===== config.mk =====
export PLATFORM = sky130hd
export DESIGN_NAME = serial_adder_ctrl_flat
export DESIGN_NICKNAME = d
export VERILOG_FILES = /design/src/rtl/serial_adder_ctrl_if.sv /design/src/rtl/serial_adder_ctrl.sv /design/src/flat_wrapper.sv
export SDC_FILE = /design/constraint.sdc
export NUM_CORES = 1
export LEC_CHECK = 0
export CAP_MARGIN = 20
export CORE_UTILIZATION = 46
export DETAILED_ROUTE_END_ITERATION = 16
export PLACE_DENSITY = 0.75
export SETUP_SLACK_MARGIN = 0.5
export SYNTH_ARGS = -nofsm -noshare
export SYNTH_HDL_FRONTEND = slang
export SYNTH_SLANG_ARGS = --single-unit

===== constraint.sdc =====
create_clock -name clock -period 1.5 [get_ports clock]
set_input_delay 0.225 -clock clock [delete_from_list [all_inputs] [get_ports clock]]
set_output_delay 0.225 -clock clock [all_outputs]
set_load 0.02 [all_outputs]

===== src/rtl/serial_adder_ctrl_if.sv =====
// Start/busy/done handshake and operand/result bus for serial_adder_ctrl.
interface serial_adder_ctrl_if #(
    parameter int unsigned N = 4
);
    logic         start;
    logic [N-1:0] a;
    logic [N-1:0] b;
    logic         c_in;
    logic         busy;
    logic         done;
    logic [N-1:0] sum;
    logic         c_out;
    logic         ovf;

    modport master (
        output start, a, b, c_in,
        input  busy, done, sum, c_out, ovf
    );

    modport slave (
        input  start, a, b, c_in,
        output busy, done, sum, c_out, ovf
    );
endinterface


===== src/rtl/serial_adder_ctrl.sv =====
// Bit-serial N-bit adder controller: one mux-built full adder, one bit per clock, LSB first.
// Optional macro SERIAL_ADDER_OVF_EN enables the registered signed-overflow flag.
module serial_adder_ctrl #(
    parameter int unsigned N = 4
) (
    input logic               clock,
    input logic               reset,
    serial_adder_ctrl_if.slave bus
);
    localparam int unsigned CNT_W = $clog2(N + 1);

    localparam logic [1:0] IDLE  = 2'd0;
    localparam logic [1:0] SHIFT = 2'd1;
    localparam logic [1:0] DONE  = 2'd2;

    logic [1:0]       state_q, state_d;
    logic [N-1:0]     a_q, a_d;
    logic [N-1:0]     b_q, b_d;
    logic [N-1:0]     acc_q, acc_d;
    logic [N-1:0]     sum_q, sum_d;
    logic [CNT_W-1:0] cnt_q, cnt_d;
    logic             carry_q, carry_d;
    logic             c_out_q, c_out_d;
    logic             busy_q, busy_d;
    logic             done_q, done_d;
    logic [1:0]       fa_sel;
    logic             fa_s;
    logic             fa_c;

    function automatic logic mux4(input logic [1:0] sel, input logic [3:0] d);
        return d[sel];
    endfunction

    // Full adder from two 4:1 muxes selected by the operand bits, carry as data.
    assign fa_sel = {a_q[0], b_q[0]};
    assign fa_s   = mux4(fa_sel, {carry_q, ~carry_q, ~carry_q, carry_q});
    assign fa_c   = mux4(fa_sel, {1'b1, carry_q, carry_q, 1'b0});

`ifdef SERIAL_ADDER_OVF_EN
    logic ovf_q, ovf_d;
`endif

    always_ff @(posedge clock or posedge reset) begin
        if (reset) begin
            state_q <= IDLE;
            a_q     <= '0;
            b_q     <= '0;
            acc_q   <= '0;
            sum_q   <= '0;
            cnt_q   <= '0;
            carry_q <= 1'b0;
            c_out_q <= 1'b0;
            busy_q  <= 1'b0;
            done_q  <= 1'b0;
`ifdef SERIAL_ADDER_OVF_EN
            ovf_q   <= 1'b0;
`endif
        end else begin
            state_q <= state_d;
            a_q     <= a_d;
            b_q     <= b_d;
            acc_q   <= acc_d;
            sum_q   <= sum_d;
            cnt_q   <= cnt_d;
            carry_q <= carry_d;
            c_out_q <= c_out_d;
            busy_q  <= busy_d;
            done_q  <= done_d;
`ifdef SERIAL_ADDER_OVF_EN
            ovf_q   <= ovf_d;
`endif
        end
    end

    always_comb begin
        state_d = state_q;
        a_d     = a_q;
        b_d     = b_q;
        acc_d   = acc_q;
        sum_d   = sum_q;
        cnt_d   = cnt_q;
        carry_d = carry_q;
        c_out_d = c_out_q;
`ifdef SERIAL_ADDER_OVF_EN
        ovf_d   = ovf_q;
`endif
        case (state_q)
            IDLE, DONE: begin
                if (bus.start) begin
                    a_d     = bus.a;
                    b_d     = bus.b;
                    carry_d = bus.c_in;
                    cnt_d   = CNT_W'(N);
                    acc_d   = '0;
                    state_d = SHIFT;
                end else begin
                    state_d = IDLE;
                end
            end
            SHIFT: begin
                a_d     = {1'b0, a_q[N-1:1]};
                b_d     = {1'b0, b_q[N-1:1]};
                acc_d   = {fa_s, acc_q[N-1:1]};
                carry_d = fa_c;
                cnt_d   = cnt_q - CNT_W'(1);
                // Last bit: publish the result; carry_q is the carry into the MSB here.
                if (cnt_q == CNT_W'(1)) begin
                    state_d = DONE;
                    sum_d   = {fa_s, acc_q[N-1:1]};
                    c_out_d = fa_c;
`ifdef SERIAL_ADDER_OVF_EN
                    ovf_d   = carry_q ^ fa_c;
`endif
                end
            end
            default: state_d = IDLE;
        endcase
        busy_d = (state_d == SHIFT);
        done_d = (state_d == DONE);
    end

    assign bus.busy  = busy_q;
    assign bus.done  = done_q;
    assign bus.sum   = sum_q;
    assign bus.c_out = c_out_q;
`ifdef SERIAL_ADDER_OVF_EN
    assign bus.ovf   = ovf_q;
`else
    assign bus.ovf   = 1'b0;
`endif
endmodule


===== src/flat_wrapper.sv =====
// flat-port wrapper written by rule: the top's interface ports become plain ports
module serial_adder_ctrl_flat 
#(
    parameter int unsigned N = 4
)
  (clock, reset, bus_start, bus_a, bus_b, bus_c_in, bus_busy, bus_done, bus_sum, bus_c_out, bus_ovf);
  serial_adder_ctrl_if #(.N(N)) bus_i ();
  input logic clock;
  input logic reset;
  input wire logic [$bits(bus_i.start)-1:0] bus_start;
  input wire logic [$bits(bus_i.a)-1:0] bus_a;
  input wire logic [$bits(bus_i.b)-1:0] bus_b;
  input wire logic [$bits(bus_i.c_in)-1:0] bus_c_in;
  output wire logic [$bits(bus_i.busy)-1:0] bus_busy;
  output wire logic [$bits(bus_i.done)-1:0] bus_done;
  output wire logic [$bits(bus_i.sum)-1:0] bus_sum;
  output wire logic [$bits(bus_i.c_out)-1:0] bus_c_out;
  output wire logic [$bits(bus_i.ovf)-1:0] bus_ovf;
  assign bus_i.start = bus_start;
  assign bus_i.a = bus_a;
  assign bus_i.b = bus_b;
  assign bus_i.c_in = bus_c_in;
  assign bus_busy = bus_i.busy;
  assign bus_done = bus_i.done;
  assign bus_sum = bus_i.sum;
  assign bus_c_out = bus_i.c_out;
  assign bus_ovf = bus_i.ovf;
  serial_adder_ctrl #(.N(N)) u_core (.clock(clock), .reset(reset), .bus(bus_i));
endmodule

# [Word-level counts from Yosys, hierarchy flattened]
# Index checks and enable logic that the tools add are counted.
[word_totals] reg_bits=25 inputBits=12 out_inout_bits=8
[op_classes] n_addsub=1 n_lt_le_gt_ge=1 n_eq_ne=6 mux=17 bitwise_logic=1 reduce_logical=5
[op_table] operator="$pmux W4 S2" n=3
[op_table] operator="$mux W4" n=3
[op_table] operator="$pmux W3 S2" n=1
[op_table] operator="$bmux W1 S2" n=2
[op_table] operator="$eq A2 B1 Y1 const B" n=2
[op_table] operator="$eq A2 B2 Y1 const B" n=2
[op_table] operator="$mux W1" n=4
[op_table] operator="$pmux W2 S2" n=1
[op_table] operator="$reduce_and A2 Y1" n=2
[op_table] operator="$eq A3 B1 Y1 const B" n=1
[op_table] operator="$lt A2 B3 Y1 const B" n=1
[op_table] operator="$mux W3" n=1
[op_table] operator="$sub A3 B1 Y3 const B" n=1
[op_table] operator="$logic_not A2 Y1" n=1
[op_table] operator="$mux W2" n=1
[op_table] operator="$ne A2 B2 Y1 const B" n=1
[op_table] operator="$pmux W1 S2" n=1
[op_table] operator="$reduce_bool A2 Y1" n=1
[op_table] operator="$reduce_or A2 Y1" n=1
[op_table] operator="$not A1 Y1" n=1

# [Longest topological paths before layout]
# Gate-level depths: netlist (run 1).
[logic_depth] word_depth=4 depth_mapped=6 mapped_depth_nobuf=5

# [Worst setup path after synthesis (run 1)]
# No wires, ideal clock.
[synth_path] kind="reg2reg" from="register u_core.cnt_q[1]" to="register u_core.sum_q[0] (netlist: u_core.bus.sum[0])" arrival_ps=1301 required_time_ps=1375 slack_ps=74 stages_incl_launch_ff=6 n_path_buf=1 synth_period_minus_slack_ps=1426 cell_sequence="dfrtp_1 inv_1 ha_1 nor4bb_4 buf_6 mux2_4"
[synth_via] elab_chain_len=2
[synth_lines] item="start: declaration" line_no="serial_adder_ctrl.sv:21" rtl="logic [CNT_W-1:0] cnt_q, cnt_d;"
[synth_lines] item="start signal: assignment" line_no="serial_adder_ctrl.sv:64" rtl="cnt_q <= cnt_d;"
[synth_lines] item="$eq A3 B1 Y1" line_no="serial_adder_ctrl.sv:107" rtl="if (cnt_q == CNT_W'(1)) begin"
[synth_lines] item="$reduce_and A2 Y1 (no line)"
[synth_lines] item="end signal: assignment" line_no="serial_adder_ctrl.sv:63" rtl="sum_q <= sum_d;"
[synth_lines] item="end: declaration" line_no="serial_adder_ctrl.sv:20" rtl="logic [N-1:0] sum_q, sum_d;"
# No other way between the ends.
# A chain may end at the register's enable or synchronous reset.

# [Final worst setup path (run 1)]
# Ends and elaborated chain as after synthesis.

==> results of run 1 <==
==> sequential cells by signal, summed over array words and instances (netlist names) <==
signal and cells:
u_core.carry_q 1, u_core.acc_q 3, u_core.a_q 4, u_core.b_q 4, u_core.bus.busy 1, u_core.state_q 2, u_core.bus.done 1, u_core.cnt_q 3
u_core.bus.c_out 1, u_core.bus.sum 4
==> layout make-up <==
cell class              count  area, um2
repair buffers             50      498.0
fillers                   142      575.6
flip-flops and latches     24      600.6
clock inverters             1      30.03
well taps                  30      37.54
multi-input cells          65      661.9
inverters                   7      28.78
clock buffers               3      22.52
==> layer usage <==
metal / vias up / wire (um) / GRT usage
met5: - / 0 / 0
met4: 0 / 78 / 0.03947
met3: 11 / 96 / 0.06087
met2: 21 / 1541 / 0.3629
met1: 467 / 1255 / 0.2673
li1: 451 / - / -
==> worst max-delay path by stage <==
stage | startpoint | end | slack [ns] | cells past startpoint
2_1_floorplan | u_core.cnt_q[1]$_DFFE_PP0P_ | u_core.bus.sum[0]$_DFFE_PP0P_ | 0.16 | 5
6_report | u_core.cnt_q[1]$_DFFE_PP0P_ | u_core.bus.sum[0]$_DFFE_PP0P_ | 0.09 | 5
3_3_place_gp | u_core.cnt_q[1]$_DFFE_PP0P_ | u_core.bus.sum[2]$_DFFE_PP0P_ | 0.08 | 5
5_1_grt | u_core.cnt_q[1]$_DFFE_PP0P_ | u_core.bus.sum[0]$_DFFE_PP0P_ | 0.04 | 5
4_1_cts | u_core.cnt_q[1]$_DFFE_PP0P_ | u_core.bus.sum[2]$_DFFE_PP0P_ | 0.08 | 5
3_5_place_dp | u_core.cnt_q[1]$_DFFE_PP0P_ | u_core.bus.sum[2]$_DFFE_PP0P_ | -0.0008 | 5
==> cell usage in the layout (no fill, tap or decap), drive strengths merged <==
master,netlist,routed
a211oi,3,3
a21oi,5,5
a22o,4,4
a31o,1,1
and2b,1,1
and4bb,1,1
buf,7,39
bufinv,0,1
clkbuf,0,3
clkdlybuf4s50,0,11
conb,1,1
dfrtp,24,24
ha,4,4
inv,7,7
mux2,3,3
mux2i,4,4
nand2,1,1
nand2b,3,3
nand3,1,1
nor2,5,5
nor2b,8,8
nor3,5,5
nor3b,1,1
nor4bb,1,1
o21ai,6,6
o22ai,4,4
o2bb2ai,1,1
xnor2,2,2
==> critical path, delay by kind of cell, from the launching register on <==
kind	cells	cell delay, ns
flops	1	0.43
mux	1	0.30
buf+inv	2	0.25
simple gates	1	0.19
fa+ha+maj	1	0.13
==> through the flow <==
stage	cell area (um2)	hold WS, ns	std cells
CTS	1762	0.2289	172
global placement	1408	0.4796	151
finish	1879	0.2178	180
detailed placement	1408	0.4937	151
floorplan	1200	0.2396	103
global route	1879	0.2559	180
==> where the power goes <==
part           internal, mW  switching [mW]  total, mW
combinational          1.49            1.05       2.54
sequential            0.940           0.277       1.22
clock                 0.271           0.215      0.486
total                  2.70            1.54       4.24
==> logic make-up (layout without fill, tap and decap cells) <==
kind of cell,after synthesis,after routing,share of synthesized area
other cells,1,1,0.003168
mux,7,7,0.07188
fa+ha+maj,4,4,0.04228
simple gates,27,27,0.1575
flops,24,24,0.5074
buf+inv,14,61,0.07188
compound gates,24,24,0.1311
xor+xnor,2,2,0.01480
==> timing repair <==
| action | CTS | global route |
|---|---|---|
| endpoints found under the setup margin | 31 | 31 |
| buffers inserted | 17 | 8 |
| pin swaps | 12 | 17 |
| resized for setup | 81 | 13 |
==> impl_table.tex, run 1 <==
\begin{tabular}{lr}
\hline
Metric & Value \\
\hline
\multicolumn{2}{l}{\textbf{Run status}} \\
\quad Result of the run & completed \\
\multicolumn{2}{l}{\textbf{Synthesis}} \\
\quad Number of library cell types mapped by synthesis & 30 \\
\quad Sequential share of the synthesized area & 0.5074 \\
\quad Cell taking the most area after synthesis & sky130\_fd\_sc\_hd\_\_dfrtp\_1 \\
\quad Total of flip-flops plus latches after synthesis & 24 \\
\quad Leading cell types by count after synthesis & 24 x sky130\_fd\_sc\_hd\_\_dfrtp\_1, 7 x sky130\_fd\_sc\_hd\_\_inv\_1, 6 x sky130\_fd\_sc\_hd\_\_nor2b\_1, 6 x sky130\_fd\_sc\_hd\_\_o21ai\_0 \\
\quad Post-synth EDFFs & 0 \\
\quad Most repeated cell in the gate-level netlist after synthesis & sky130\_fd\_sc\_hd\_\_dfrtp\_1 \\
\quad Synth top area share & 0.5074 \\
\quad Most area-consuming cells after synthesis & sky130\_fd\_sc\_hd\_\_dfrtp\_1 51\%, sky130\_fd\_sc\_hd\_\_ha\_1 4.2\%, sky130\_fd\_sc\_hd\_\_mux2\_4 3.8\% \\
\quad Avg Cell Area, Syn & roughly 11 um2 \\
\quad Fraction of registers with async set/reset & 1.000 \\
\quad Post-synth design cell area & roughly 1200 um2 \\
\quad Synthesized netlist cell count & around 100 \\
\quad Most used DFF post-synth & sky130\_fd\_sc\_hd\_\_dfrtp\_1 \\
\quad Nets in the synthesized netlist & about 120 \\
\quad Synthesis Warnings & 0 \\
\multicolumn{2}{l}{\textbf{Clocking}} \\
\quad Post-CTS Hold Fix Bufs & 0 \\
\quad CTS tree & done \\
\quad TritonCTS Buffers & 3 \\
\quad Clock-pin slew on the worst setup and hold paths & between 0.1 and 0.15 ns \\
\quad Number of clock sinks & 24 \\
\quad H-Tree Depth & 1 \\
\quad Number of buffers on the longest clock path & 2 \\
\quad Clock Latency Late Sink & 0.34 ns \\
\quad Clock root buffer & sky130\_fd\_sc\_hd\_\_clkbuf\_4 \\
\multicolumn{2}{l}{\textbf{Timing}} \\
\quad Final Hold Violating Endpoints & 0 \\
\quad Final number of max-transition violations & 0 \\
\quad Peak Freq & around 700 MHz \\
\quad Sum of negative setup slack & 0 ns \\
\quad Count of final setup violators & 0 \\
\quad Tcrit/Tclk final & 0.9422 \\
\quad Post-layout minimum cycle time & 1.413 ns \\
\quad Worst Skew & between 0.01 and 0.015 ns \\
\quad Worst Slack Setup Final & around 0.087 ns \\
\quad RSZ-0062 raised after global routing & yes \\
\multicolumn{2}{l}{\textbf{Routing}} \\
\quad Total number of vias & between 900 and 1k \\
\quad Routed via count divided by cell count & 5.278 \\
\quad DR DRC count & 0 \\
\quad Final WL & between 2000 and 3000 um \\
\quad Starting DRT DRC Count & 21 \\
\quad Final ANT Viol Nets & 0 \\
\quad Detailed-router iteration count before antenna repair & 4 \\
\quad Average detailed-routed wire length per instance & between 15 and 20 um \\
\multicolumn{2}{l}{\textbf{Placed design}} \\
\quad Routability-driven placement congestion ratio & $\sim$0.77 \\
\quad Count of input and output buffers & 18 \\
\quad HPWL after detailed placement & 1515 um \\
\quad Post-placement worst setup slack & -0.0007793 ns \\
\multicolumn{2}{l}{\textbf{Worst setup path}} \\
\quad Setup slack, reg-to-reg & approximately 0.087 ns \\
\quad Startpoint of the worst-slack reg-to-reg timing path & u\_core.cnt\_q[1]\$\_DFFE\_PP0P\_ \\
\quad Required time of the critical path & 1.73 ns \\
\quad Critical Path Max Stage Delay & between 0.4 and 0.5 ns \\
\quad Startpoint types & flop \\
\quad Arrival time at the worst endpoint & between 1.5 and 2 ns \\
\quad Critical-path top delay cell & sky130\_fd\_sc\_hd\_\_dfrtp\_1 \\
\quad R2R cell count & 5 \\
\quad Crit Path Max Fanout & 5 \\
\quad Worst r2r dst & u\_core.bus.sum[0]\$\_DFFE\_PP0P\_ \\
\quad Crit path cell chain & inv\_2 > ha\_4 > nor4bb\_4 > buf\_6 > mux2\_4 \\
\quad Worst setup path class & flop to flop \\
\quad Endpoint type of the worst setup path & flop \\
\multicolumn{2}{l}{\textbf{Power and ir drop}} \\
\quad Post-layout power & roughly 4.2 mW \\
\quad Max rail drop VDD & $\sim$1.6 mV \\
\quad Leakage & around 0.84 nW \\
\quad Pwr per Cell Area & roughly 2300 nW/um2 \\
\multicolumn{2}{l}{\textbf{Floorplan}} \\
\quad Die area & 2780 um2 \\
\quad IO Count & 20 \\
\quad Floorplan die width & between 50 and 60 um \\
\quad Y dimension of the die & 52.73 um \\
\quad Row Count & 18 \\
\quad Placeable Area & approximately 2500 um2 \\
\quad Effective utilization at floorplan & 0.4822 \\
\multicolumn{2}{l}{\textbf{Finish}} \\
\quad Syn-to-layout area delta & 58.77\% \\
\quad Final \#Nets & between 150 and 200 \\
\quad Proportion of layout cells with a drive suffix above 1 & 0.5133 \\
\quad Final Core Density & 0.7655 \\
\quad Antenna diodes & 0 \\
\multicolumn{2}{l}{\textbf{Global route}} \\
\quad Wire length of the first global-routing pass & between 4000 and 5000 um \\
\quad Sum of overflow across all layers after global routing & 0 \\
\quad Vias in the first global route & $\sim$900 \\
\quad Initial antenna violation count & 0 \\
\quad Global Route Usage Sum & 0.2129 \\
\quad Maximum number of pins on one net before global-route repair & 25 \\
\multicolumn{2}{l}{\textbf{Run}} \\
\quad Max-capacitance violation count & 0 \\
\multicolumn{2}{l}{\textbf{Min path}} \\
\quad Worst hold-check path type & input pin to async pin \\
\hline
\end{tabular}
(Power assumes the default switching activity.)
==> run 2: changes to the inputs <==
--- a/config.mk
+++ b/config.mk
@@ -9,7 +9,6 @@
 export CORE_UTILIZATION = 46
 export DETAILED_ROUTE_END_ITERATION = 16
 export PLACE_DENSITY = 0.75
-export SETUP_SLACK_MARGIN = 0.5
 export SYNTH_ARGS = -nofsm -noshare
 export SYNTH_HDL_FRONTEND = slang
 export SYNTH_SLANG_ARGS = --single-unit
==> run 2 against run 1 <==
Hold slack gained 0.019 ns. Non-clock buffer count decreased by 24. Cell count fell by 13%. Clock skew is 0.0037 ns lower. Worst setup slack worse by 0.047 ns.
==> impl_table.tex, run 2 (synthesized netlist as in run 1, its figures left out) <==
\begin{tabular}{lr}
\hline
Metric & Value \\
\hline
\multicolumn{2}{l}{\textbf{Worst setup path}} \\
\quad Critical-path top delay cell & sky130\_fd\_sc\_hd\_\_clkdlybuf4s50\_1 \\
\quad Startpoint of the worst-slack reg-to-reg timing path & u\_core.cnt\_q[1]\$\_DFFE\_PP0P\_ \\
\quad Total buffers and inverters traversed by the critical path & 1 \\
\quad Endpoint type of the worst setup path & output port \\
\quad Crit path cell chain & clkdlybuf4s50\_1 \\
\quad Arrival time at the worst endpoint & about 1.2 ns \\
\quad Required time of the critical path & roughly 1.3 ns \\
\quad Crit Path Max Fanout & 1 \\
\quad First element of the critical path & u\_core.bus.busy\$\_DFF\_PP0\_ \\
\quad Setup slack, reg-to-reg & 0.08 ns \\
\quad Instance count on the critical path & 1 \\
\quad Worst r2r dst & u\_core.bus.sum[0]\$\_DFFE\_PP0P\_ \\
\quad Critical Path Max Stage Delay & 0.59 ns \\
\quad Endpoint of the most critical setup path & bus\_busy \\
\quad Worst setup path class & flop to output port \\
\quad Startpoint types & flop \\
\quad Crit path max-delay family & buffers and inverters \\
\quad R2R cell count & 5 \\
\multicolumn{2}{l}{\textbf{Floorplan}} \\
\quad Floorplan die width & $\sim$53 um \\
\quad Die area & 2780 um2 \\
\quad Effective utilization at floorplan & 0.4822 \\
\quad Row Count & 18 \\
\quad Y dimension of the die & 52.73 um \\
\quad IO Count & 20 \\
\quad Placeable Area & $\sim$2500 um2 \\
\multicolumn{2}{l}{\textbf{Placed design}} \\
\quad Number of placed instances, taps included & 150 \\
\quad Routability-driven placement congestion ratio & around 0.81 \\
\quad Count of input and output buffers & 18 \\
\quad Placement-stage cell area & between 1000 and 1500 um2 \\
\quad HPWL after detailed placement & 1485 um \\
\multicolumn{2}{l}{\textbf{Routing}} \\
\quad DR DRC count & 0 \\
\quad Starting DRT DRC Count & 6 \\
\quad Detailed-router iteration count before antenna repair & 4 \\
\quad Routed via count divided by cell count & around 5.2 \\
\quad Average detailed-routed wire length per instance & around 13 um \\
\quad Total number of vias & between 800 and 900 \\
\quad Final WL & roughly 2100 um \\
\quad Final ANT Viol Nets & 0 \\
\multicolumn{2}{l}{\textbf{Global route}} \\
\quad Wire length of the first global-routing pass & around 3500 um \\
\quad Global Route Usage Sum & 0.1815 \\
\quad Vias in the first global route & just over 800 \\
\quad Maximum number of pins on one net before global-route repair & 25 \\
\quad Initial antenna violation count & 0 \\
\quad Sum of overflow across all layers after global routing & 0 \\
\multicolumn{2}{l}{\textbf{Power and ir drop}} \\
\quad Logic gate share of total power & 0.469 \\
\quad Share of power burned in registers & 0.411 \\
\quad Power share of the clock group & 0.120 \\
\quad Max rail drop VDD & approximately 0.95 mV \\
\quad Internal power summed over all cells & between 1.5 and 2 mW \\
\quad Switching pwr & roughly 1.1 mW \\
\quad Switching Share & 0.3763 \\
\quad Leakage & around 0.65 nW \\
\quad Post-layout power & 2.859 mW \\
\quad Pwr per Cell Area & just under 2000 nW/um2 \\
\multicolumn{2}{l}{\textbf{Run status}} \\
\quad Result of the run & completed \\
\multicolumn{2}{l}{\textbf{Clocking}} \\
\quad TritonCTS Buffers & 3 \\
\quad CTS tree & done \\
\quad Clock Latency Late Sink & between 0.3 and 0.4 ns \\
\quad Number of clock sinks & 24 \\
\quad Clock root buffer & sky130\_fd\_sc\_hd\_\_clkbuf\_4 \\
\quad H-Tree Depth & 1 \\
\quad Number of buffers on the longest clock path & 2 \\
\quad Clock-pin slew on the worst setup and hold paths & approximately 0.14 ns \\
\quad Post-CTS Hold Fix Bufs & 0 \\
\multicolumn{2}{l}{\textbf{Timing}} \\
\quad Fin Hold WS & 0.2366 ns \\
\quad Final number of max-transition violations & 0 \\
\quad Peak Freq & slightly below 700 MHz \\
\quad Sum of negative setup slack & 0 ns \\
\quad Final Hold Violating Endpoints & 0 \\
\quad Worst Skew & around 0.0084 ns \\
\quad Tcrit/Tclk final & 0.9737 \\
\quad Count of final setup violators & 0 \\
\quad Post-layout minimum cycle time & 1.461 ns \\
\multicolumn{2}{l}{\textbf{Finish}} \\
\quad Post-Layout Cell Count & 156 \\
\quad Commonest cells after routing, fill and taps aside & 23 x sky130\_fd\_sc\_hd\_\_dfrtp\_1, 12 x sky130\_fd\_sc\_hd\_\_clkdlybuf4s50\_1, 7 x sky130\_fd\_sc\_hd\_\_inv\_1, 7 x sky130\_fd\_sc\_hd\_\_buf\_4 \\
\quad Finished layout cell area & 1439 um2 \\
\quad Most common library cell in the layout ignoring fill and taps & sky130\_fd\_sc\_hd\_\_dfrtp\_1 \\
\quad Antenna diodes & 0 \\
\quad Final \#Nets & between 100 and 150 \\
\quad Syn-to-layout area delta & 21.56\% \\
\quad Proportion of layout cells with a drive suffix above 1 & 0.1825 \\
\multicolumn{2}{l}{\textbf{Min path}} \\
\quad Worst hold-check path type & input pin to async pin \\
\multicolumn{2}{l}{\textbf{Run}} \\
\quad Max-capacitance violation count & 0 \\
\hline
\end{tabular}
-- run 2: metal layers --
metal / vias up / part of all wire / track usage / routed length (um)
met1: 397 / 0.44 / 0.2214 / 916
li1: 400 / - / - / -
met4: 0 / 0.013 / 0.07895 / 27
met2: 16 / 0.52 / 0.3080 / 1086
met3: 4 / 0.030 / 0.03478 / 63
met5: - / 0 / 0 / 0
-- run 2: what timing repair did --
| action | CTS | global route |
|---|---|---|
| pin swaps | 1 | 0 |
| setup buffers | 1 | 1 |
| setup endpoints to repair | 9 | 2 |
| resized for setup | 8 | 1 |
-- run 2: area by class of cell --
cell class / instances / area (um2)
clock buffers: 4 / 36.28
fillers: 222 / 1016
inverters: 7 / 26.28
multi-input cells: 65 / 500.5
flip-flops and latches: 24 / 601.8
well taps: 30 / 37.54
repair buffers: 26 / 236.5
-- run 2: metrics by stage --
stage | setup slack [ns] | util
floorplan | 0.07424 | -
global placement | 0.02690 | 0.5652
detailed placement | -0.002877 | 0.5652
CTS | 0.02397 | 0.5826
global route | -0.002816 | 0.5861
finish | 0.03945 | 0.5861
-- run 2: power by group through the flow --
stage | sequential [mW] | clock [mW] | combinational, mW
2_1_floorplan | 1.21 | 0 | 0.976
3_3_place_gp | 1.18 | 0 | 1.31
3_5_place_dp | 1.19 | 0 | 1.35
4_1_cts | 1.17 | 0.354 | 1.33
5_1_grt | 1.22 | 0.366 | 1.51
6_report | 1.17 | 0.343 | 1.34
-- run 2: worst min-delay path by stage --
stage                               endpoint  slack, ns  cells past startpoint
2_1_floorplan      u_core.a_q[0]$_DFFE_PP0P_       0.24                      1
3_3_place_gp     u_core.cnt_q[1]$_DFFE_PP0P_       0.48                      1
3_5_place_dp     u_core.cnt_q[1]$_DFFE_PP0P_       0.48                      1
4_1_cts        u_core.bus.sum[3]$_DFFE_PP0P_       0.25                      3
5_1_grt          u_core.state_q[1]$_DFF_PP0_       0.28                      3
6_report         u_core.state_q[1]$_DFF_PP0_       0.24                      3
-- run 2: worst reg2reg max path, stage by stage, from the launching register on --
cell                       delay (ns)
sky130_fd_sc_hd__dfrtp_1         0.40
sky130_fd_sc_hd__inv_1           0.08
sky130_fd_sc_hd__ha_2            0.19
sky130_fd_sc_hd__nor4bb_4        0.20
sky130_fd_sc_hd__buf_6           0.15
sky130_fd_sc_hd__mux2_4          0.29
